### src/rtl/lsu_pkg.sv
// Shared types, memop encodings and the access-legality check for the LSU bus adapter.
package lsu_pkg;

  typedef enum logic [2:0] {
    S_IDLE,
    S_REQ,
    S_RESP,
    S_DONE,
    S_ERR
  } state_e;

  localparam logic [2:0] MEMOP_B  = 3'b000;
  localparam logic [2:0] MEMOP_H  = 3'b001;
  localparam logic [2:0] MEMOP_W  = 3'b010;
  localparam logic [2:0] MEMOP_BU = 3'b100;
  localparam logic [2:0] MEMOP_HU = 3'b101;

  // True for reserved memops, unsigned stores and misaligned halfword/word accesses.
  function automatic logic is_illegal(input logic [2:0] memop, input logic wen,
                                      input logic [1:0] lo);
    logic bad;
    bad = 1'b0;
    case (memop)
      MEMOP_B, MEMOP_BU: bad = 1'b0;
      MEMOP_H, MEMOP_HU: bad = lo[0];
      MEMOP_W:           bad = (lo != 2'b00);
      default:           bad = 1'b1;
    endcase
    if (wen && memop[2]) bad = 1'b1;
    return bad;
  endfunction

endpackage

### src/rtl/lsu_align.sv
// Byte-lane steering: store data replication with strobes, load extraction with extension.
module lsu_align
  import lsu_pkg::*;
(
  input  logic [1:0]  addr,
  input  logic [2:0]  memop,
  input  logic [31:0] wdata,
  input  logic [31:0] rdata,
  output logic [31:0] wdata_al,
  output logic [3:0]  wstrb,
  output logic [31:0] rdata_ext
);

  logic [31:0] shifted;

  always_comb begin
    wdata_al = wdata;
    wstrb    = 4'b1111;
    case (memop[1:0])
      2'b00: begin
        wdata_al = {4{wdata[7:0]}};
        wstrb    = 4'b0001 << addr;
      end
      2'b01: begin
        wdata_al = {2{wdata[15:0]}};
        wstrb    = 4'b0011 << {addr[1], 1'b0};
      end
      default: begin
        wdata_al = wdata;
        wstrb    = 4'b1111;
      end
    endcase
  end

  always_comb begin
    shifted = rdata >> {addr, 3'b000};
    case (memop)
      MEMOP_B:  rdata_ext = {{24{shifted[7]}}, shifted[7:0]};
      MEMOP_H:  rdata_ext = {{16{shifted[15]}}, shifted[15:0]};
      MEMOP_BU: rdata_ext = {24'h000000, shifted[7:0]};
      MEMOP_HU: rdata_ext = {16'h0000, shifted[15:0]};
      default:  rdata_ext = shifted;
    endcase
  end

endmodule

### src/rtl/lsu_bus_adapter.sv
// Core memory port to valid/ready bus adapter; one bus transaction per legal access.
// Optional response timeout enabled by defining LSU_TIMEOUT_EN.
module lsu_bus_adapter
  import lsu_pkg::*;
#(
  parameter int unsigned ADDR_W         = 32,
  parameter int unsigned TIMEOUT_CYCLES = 255
) (
  input  logic              clk,
  input  logic              rst,
  input  logic              lsu_req,
  input  logic              lsu_wen,
  input  logic [2:0]        lsu_memop,
  input  logic [ADDR_W-1:0] lsu_addr,
  input  logic [31:0]       lsu_wdata,
  output logic [31:0]       lsu_rdata,
  output logic              lsu_busy,
  output logic              lsu_done,
  output logic              lsu_err,
  output logic              bus_req_valid,
  input  logic              bus_req_ready,
  output logic [ADDR_W-1:0] bus_req_addr,
  output logic              bus_req_wen,
  output logic [31:0]       bus_req_wdata,
  output logic [3:0]        bus_req_wstrb,
  input  logic              bus_resp_valid,
  output logic              bus_resp_ready,
  input  logic [31:0]       bus_resp_rdata,
  input  logic              bus_resp_err
);

  state_e            state_q, state_d;
  logic [ADDR_W-3:0] addr_hi_q;
  logic [1:0]        lo_q;
  logic              wen_q;
  logic [2:0]        memop_q;
  logic [31:0]       wdata_q;
  logic [3:0]        wstrb_q;
  logic [31:0]       rdata_q;
  logic              err_q;
  logic              latch_req;
  logic              resp_take;

  logic [1:0]  al_addr;
  logic [2:0]  al_memop;
  logic [31:0] al_wdata;
  logic [3:0]  al_wstrb;
  logic [31:0] al_rdata;

  // Aligner sees live core inputs while idle and the latched access afterwards.
  assign al_addr  = (state_q == S_IDLE) ? lsu_addr[1:0] : lo_q;
  assign al_memop = (state_q == S_IDLE) ? lsu_memop : memop_q;

  lsu_align u_align (
    .addr      (al_addr),
    .memop     (al_memop),
    .wdata     (lsu_wdata),
    .rdata     (bus_resp_rdata),
    .wdata_al  (al_wdata),
    .wstrb     (al_wstrb),
    .rdata_ext (al_rdata)
  );

`ifdef LSU_TIMEOUT_EN
  localparam int unsigned CNT_W = $clog2(TIMEOUT_CYCLES + 1);
  logic [CNT_W-1:0] cnt_q;
  logic             tmo;

  // Counts RESP cycles without a response; held at zero outside RESP.
  always_ff @(posedge clk or negedge rst) begin
    if (!rst)                      cnt_q <= '0;
    else if (state_q != S_RESP)    cnt_q <= '0;
    else if (!bus_resp_valid)      cnt_q <= cnt_q + CNT_W'(1);
  end
`else
  logic unused_timeout;
  assign unused_timeout = (TIMEOUT_CYCLES != 0);
`endif

  always_ff @(posedge clk or negedge rst) begin
    if (!rst) state_q <= S_IDLE;
    else      state_q <= state_d;
  end

  always_comb begin
    state_d   = state_q;
    latch_req = 1'b0;
    resp_take = 1'b0;
`ifdef LSU_TIMEOUT_EN
    tmo       = 1'b0;
`endif
    case (state_q)
      S_IDLE: begin
        if (lsu_req) begin
          if (is_illegal(lsu_memop, lsu_wen, lsu_addr[1:0])) begin
            state_d = S_ERR;
          end else begin
            state_d   = S_REQ;
            latch_req = 1'b1;
          end
        end
      end
      S_REQ: if (bus_req_ready) state_d = S_RESP;
      S_RESP: begin
        if (bus_resp_valid) begin
          state_d   = S_DONE;
          resp_take = 1'b1;
        end
`ifdef LSU_TIMEOUT_EN
        else if (cnt_q == CNT_W'(TIMEOUT_CYCLES - 1)) begin
          state_d = S_DONE;
          tmo     = 1'b1;
        end
`endif
      end
      default: state_d = S_IDLE;
    endcase
  end

  // Access capture and response bookkeeping.
  always_ff @(posedge clk or negedge rst) begin
    if (!rst) begin
      addr_hi_q <= '0;
      lo_q      <= 2'b00;
      wen_q     <= 1'b0;
      memop_q   <= 3'b000;
      wdata_q   <= 32'h0;
      wstrb_q   <= 4'b0000;
      rdata_q   <= 32'h0;
      err_q     <= 1'b0;
    end else begin
      if (latch_req) begin
        addr_hi_q <= lsu_addr[ADDR_W-1:2];
        lo_q      <= lsu_addr[1:0];
        wen_q     <= lsu_wen;
        memop_q   <= lsu_memop;
        wdata_q   <= al_wdata;
        wstrb_q   <= lsu_wen ? al_wstrb : 4'b0000;
      end
      if (resp_take) begin
        err_q <= bus_resp_err;
        if (!wen_q && !bus_resp_err) rdata_q <= al_rdata;
      end
`ifdef LSU_TIMEOUT_EN
      if (tmo) err_q <= 1'b1;
`endif
    end
  end

  assign bus_req_valid  = (state_q == S_REQ);
  assign bus_resp_ready = (state_q == S_RESP);
  assign bus_req_addr   = {addr_hi_q, 2'b00};
  assign bus_req_wen    = wen_q;
  assign bus_req_wdata  = wdata_q;
  assign bus_req_wstrb  = wstrb_q;
  assign lsu_rdata      = rdata_q;
  assign lsu_done       = (state_q == S_DONE) || (state_q == S_ERR);
  assign lsu_err        = (state_q == S_ERR) || ((state_q == S_DONE) && err_q);
  // Busy is forced low during reset so a held lsu_req cannot stall the core.
  assign lsu_busy       = rst && (((state_q == S_IDLE) && lsu_req) || (state_q == S_REQ) ||
                                  (state_q == S_RESP) || (state_q == S_ERR));

endmodule

### config.mk
export PLATFORM = sky130hd
export DESIGN_NAME = lsu_bus_adapter
export DESIGN_NICKNAME = d
export VERILOG_FILES = /design/src/rtl/lsu_pkg.sv /design/src/rtl/lsu_align.sv /design/src/rtl/lsu_bus_adapter.sv
export SDC_FILE = /design/constraint.sdc
export NUM_CORES = 1
export LEC_CHECK = 0
export ABC_CLOCK_PERIOD_IN_PS = 3350
export BUFFER_PORTS_ARGS = -buffer_cell sky130_fd_sc_hd__buf_4
export CAP_MARGIN = 40
export CORE_ASPECT_RATIO = 1.25
export CORE_MARGIN = 2
export CORE_UTILIZATION = 45
export DETAILED_ROUTE_END_ITERATION = 10
export PLACE_DENSITY = 0.76
export SYNTH_ARGS = -nofsm -noshare
export SYNTH_HDL_FRONTEND = slang
export SYNTH_SLANG_ARGS = --single-unit
### constraint.sdc
create_clock -name clk -period 3.35 [get_ports clk]
set_input_delay 0.335 -clock clk [delete_from_list [all_inputs] [get_ports clk]]
set_output_delay 0.335 -clock clk [all_outputs]
set_load 0.1 [all_outputs]
==> flow_summary.json <==
{
  "synth_cells": 457,
  "critPathLaunchType": "flip-flop",
  "period_needed_ns": 2.80,
  "cts_resized": 0,
  "place_congestion": 0.885,
  "synth.top_cells.by_count": "dfrtp_1, mux2_2, mux2i_1",
  "rrSetupSlack_ns": 0.55,
  "grt-ovfl-total": 0,
  "worstPathRequired_ns": 3.58,
  "clk_pin_slew_ns": 0.07,
  "synth_top_area_share_pct": 51.6,
  "drtAntennaViolNets": 0,
  "fill_cells": 887,
  "drv_slew": 0,
  "rsz0062_at_grt": "false",
  "first_iter_violations": 152,
  "core_region_area_um2": 11500,
  "clockBufferDepth": 2,
  "cts-buffers-inserted": 9,
  "drc": 0,
  "synth_area_leaders": "dfrtp_1, mux2_2, mux2i_1",
  "initial_core_util_pct": 45.6,
  "r2r-end": "lsu_rdata[30]",
  "clkSinkCount": 108,
  "worst_pin_slew_ns": 0.757,
  "worstHoldPathType": "in2async",
  "synth.distinct_cells": 43,
  "via_count": 4429,
  "viasPerCell": 5.54,
  "finalSetupViolCount": 0,
  "grt_pass1_vias": 4562,
  "path_class": "reg2reg",
  "multiInputGateArea_um2": 2390,
  "async_flop_share_pct": 100,
  "finalNetCount": 762,
  "syn_avg_cell_area_um2": 11.5,
  "fin_skew_ns": 0.00519,
  "fmax_ghz": 0.357,
  "status": "completed",
  "die_w_um": 101,
  "slew_headroom_pct": 49.5,
  "worstPathMaxFanout": 16,
  "clk_latency_ns": 0.34,
  "yosys.area.top_type": "dfrtp_1",
  "grt_pass1_wl_um": 22900,
  "die_area_um2": 12500,
  "yosysSeqAreaShare_pct": 51.6,
  "die_h_um": 125,
  "cts-root-buf": "clkbuf_16",
  "cp.arrival_ns": 3.03,
  "synth_warnings": 0,
  "netlist_area_um2": 5240,
  "rows": 44,
  "io_pins": 212,
  "post-cts-setup-buffers": 0,
  "utilization_pct": 63.0,
  "grt_start_max_net_pins": 71,
  "synth-main-ff-cell": "dfrtp_1",
  "fin_crit_sh_pct": 83.6,
  "synth_edf_count": 0,
  "io_buffers": 209,
  "drt-total-wl_um": 14400,
  "routedWlPerCell_um": 18.1,
  "area_growth_pct": 38.2,
  "setup_tns_ns": 0,
  "fin_cells": 799,
  "hold_viol": 0,
  "hpwl_um": 10900,
  "register_area_um2": 2700,
  "reg2regPathDepth": 5,
  "antenna_cells": 0,
  "yosysMostFrequentCell": "dfrtp_1",
  "cts_max_level": 3,
  "cts_tree": "yes",
  "ys_seq_elements": 108,
  "place_inst": 783,
  "layout-drive-gt1-share_pct": 46.1,
  "drv_cap": 0,
  "grt_use_total_pct": 22.9,
  "reg2reg_from": "state_q[2]",
  "end_kind": "flip-flop",
  "antenna_found_initial": 0,
  "first_pass_iters": 4,
  "ctsHoldBuffers": 0
}
## layout make-up
| class | instances | area share (%) |
|---|---|---|
| Inverter | 3 | 0.155 |
| Tap cell | 138 | 2.38 |
| Timing Repair Buffer | 221 | 22.9 |
| Clock inverter | 6 | 0.967 |
| Clock buffer | 10 | 3.30 |
| Multi-Input combinational cell | 313 | 33.0 |
| Sequential cell | 108 | 37.3 |
## worst max path at each step
stage | start | endpoint | slack, ns
2_1_floorplan | state_q[0] | lsu_err | 0.06
5_1_grt | state_q[0] | lsu_rdata[27] | 0.35
3_5_place_dp | state_q[1] | lsu_rdata[30] | 0.58
6_report | state_q[2] | lsu_rdata[30] | 0.55
4_1_cts | state_q[2] | lsu_rdata[29] | 0.55
3_3_place_gp | state_q[2] | lsu_rdata[27] | 0.63
## sequential cells by signal (all words and copies together), names as in the netlist
name / cells
err_q: 1
bus_req_wen: 1
state_q: 3
memop_q: 3
lsu_rdata: 32
addr_hi_q: 30
bus_req_wdata: 32
lo_q: 2
bus_req_wstrb: 4
## per-layer routing
layer  vias up  track usage (%)  wire length [um]
li1       2070                -                 -
met2       225             37.9              7190
met3        20             7.58              1410
met5         -                0                 0
met4         0             6.45               254
met1      2114             28.5              5570
## placed cells by master, fill, tap and decap left out, types with 2 or more instances in the layout
master / Yosys / routed
a211oi_1: 15 / 15
mux2i_1: 38 / 37
mux2i_2: 1 / 2
buf_4: 4 / 221
inv_1: 3 / 3
o32a_1: 16 / 16
conb_1: 1 / 2
nor3_1: 2 / 2
o21a_1: 7 / 7
nand2_2: 2 / 2
dfrtp_1: 108 / 108
mux2_2: 57 / 57
and3_1: 16 / 16
o22a_1: 8 / 8
o31ai_1: 3 / 3
clkinv_4: 0 / 2
a21oi_1: 19 / 19
inv_6: 0 / 2
nor4b_4: 2 / 2
nand3_1: 8 / 8
nor2_1: 24 / 24
o21ai_0: 30 / 30
a21o_1: 8 / 8
clkbuf_16: 0 / 9
and2_1: 9 / 9
nand2_1: 27 / 27
nand3b_1: 2 / 2
## metrics by stage
step / hold slack (ns) / setup WS [ns] / area (um2)
floorplan: 0.0394 / 0.0619 / 5250
global placement: 0.463 / 0.630 / 6930
detailed placement: 0.469 / 0.578 / 6940
CTS: 0.126 / 0.553 / 7240
global route: 0.158 / 0.353 / 7240
finish: 0.110 / 0.550 / 7240
## worst max-delay path: stages, from the launching register on
cell and delay, ns:
dfrtp_1 0.53, or4b_1 0.82, nand2_1 0.54, nor3_1 0.25, and2_1 0.23, o32a_1 0.31
## cells by family after synthesis
kind of cell	synth area share, %
other	0.0715
flip-flops	51.6
buffers and inverters	3.10
multiplexers	20.0
AND/OR/NAND/NOR	10.2
AO/OA/AOI/OAI	15.1
Power is not shown: default switching activity piles up to over one toggle a cycle in this logic, so the estimate is an artifact.
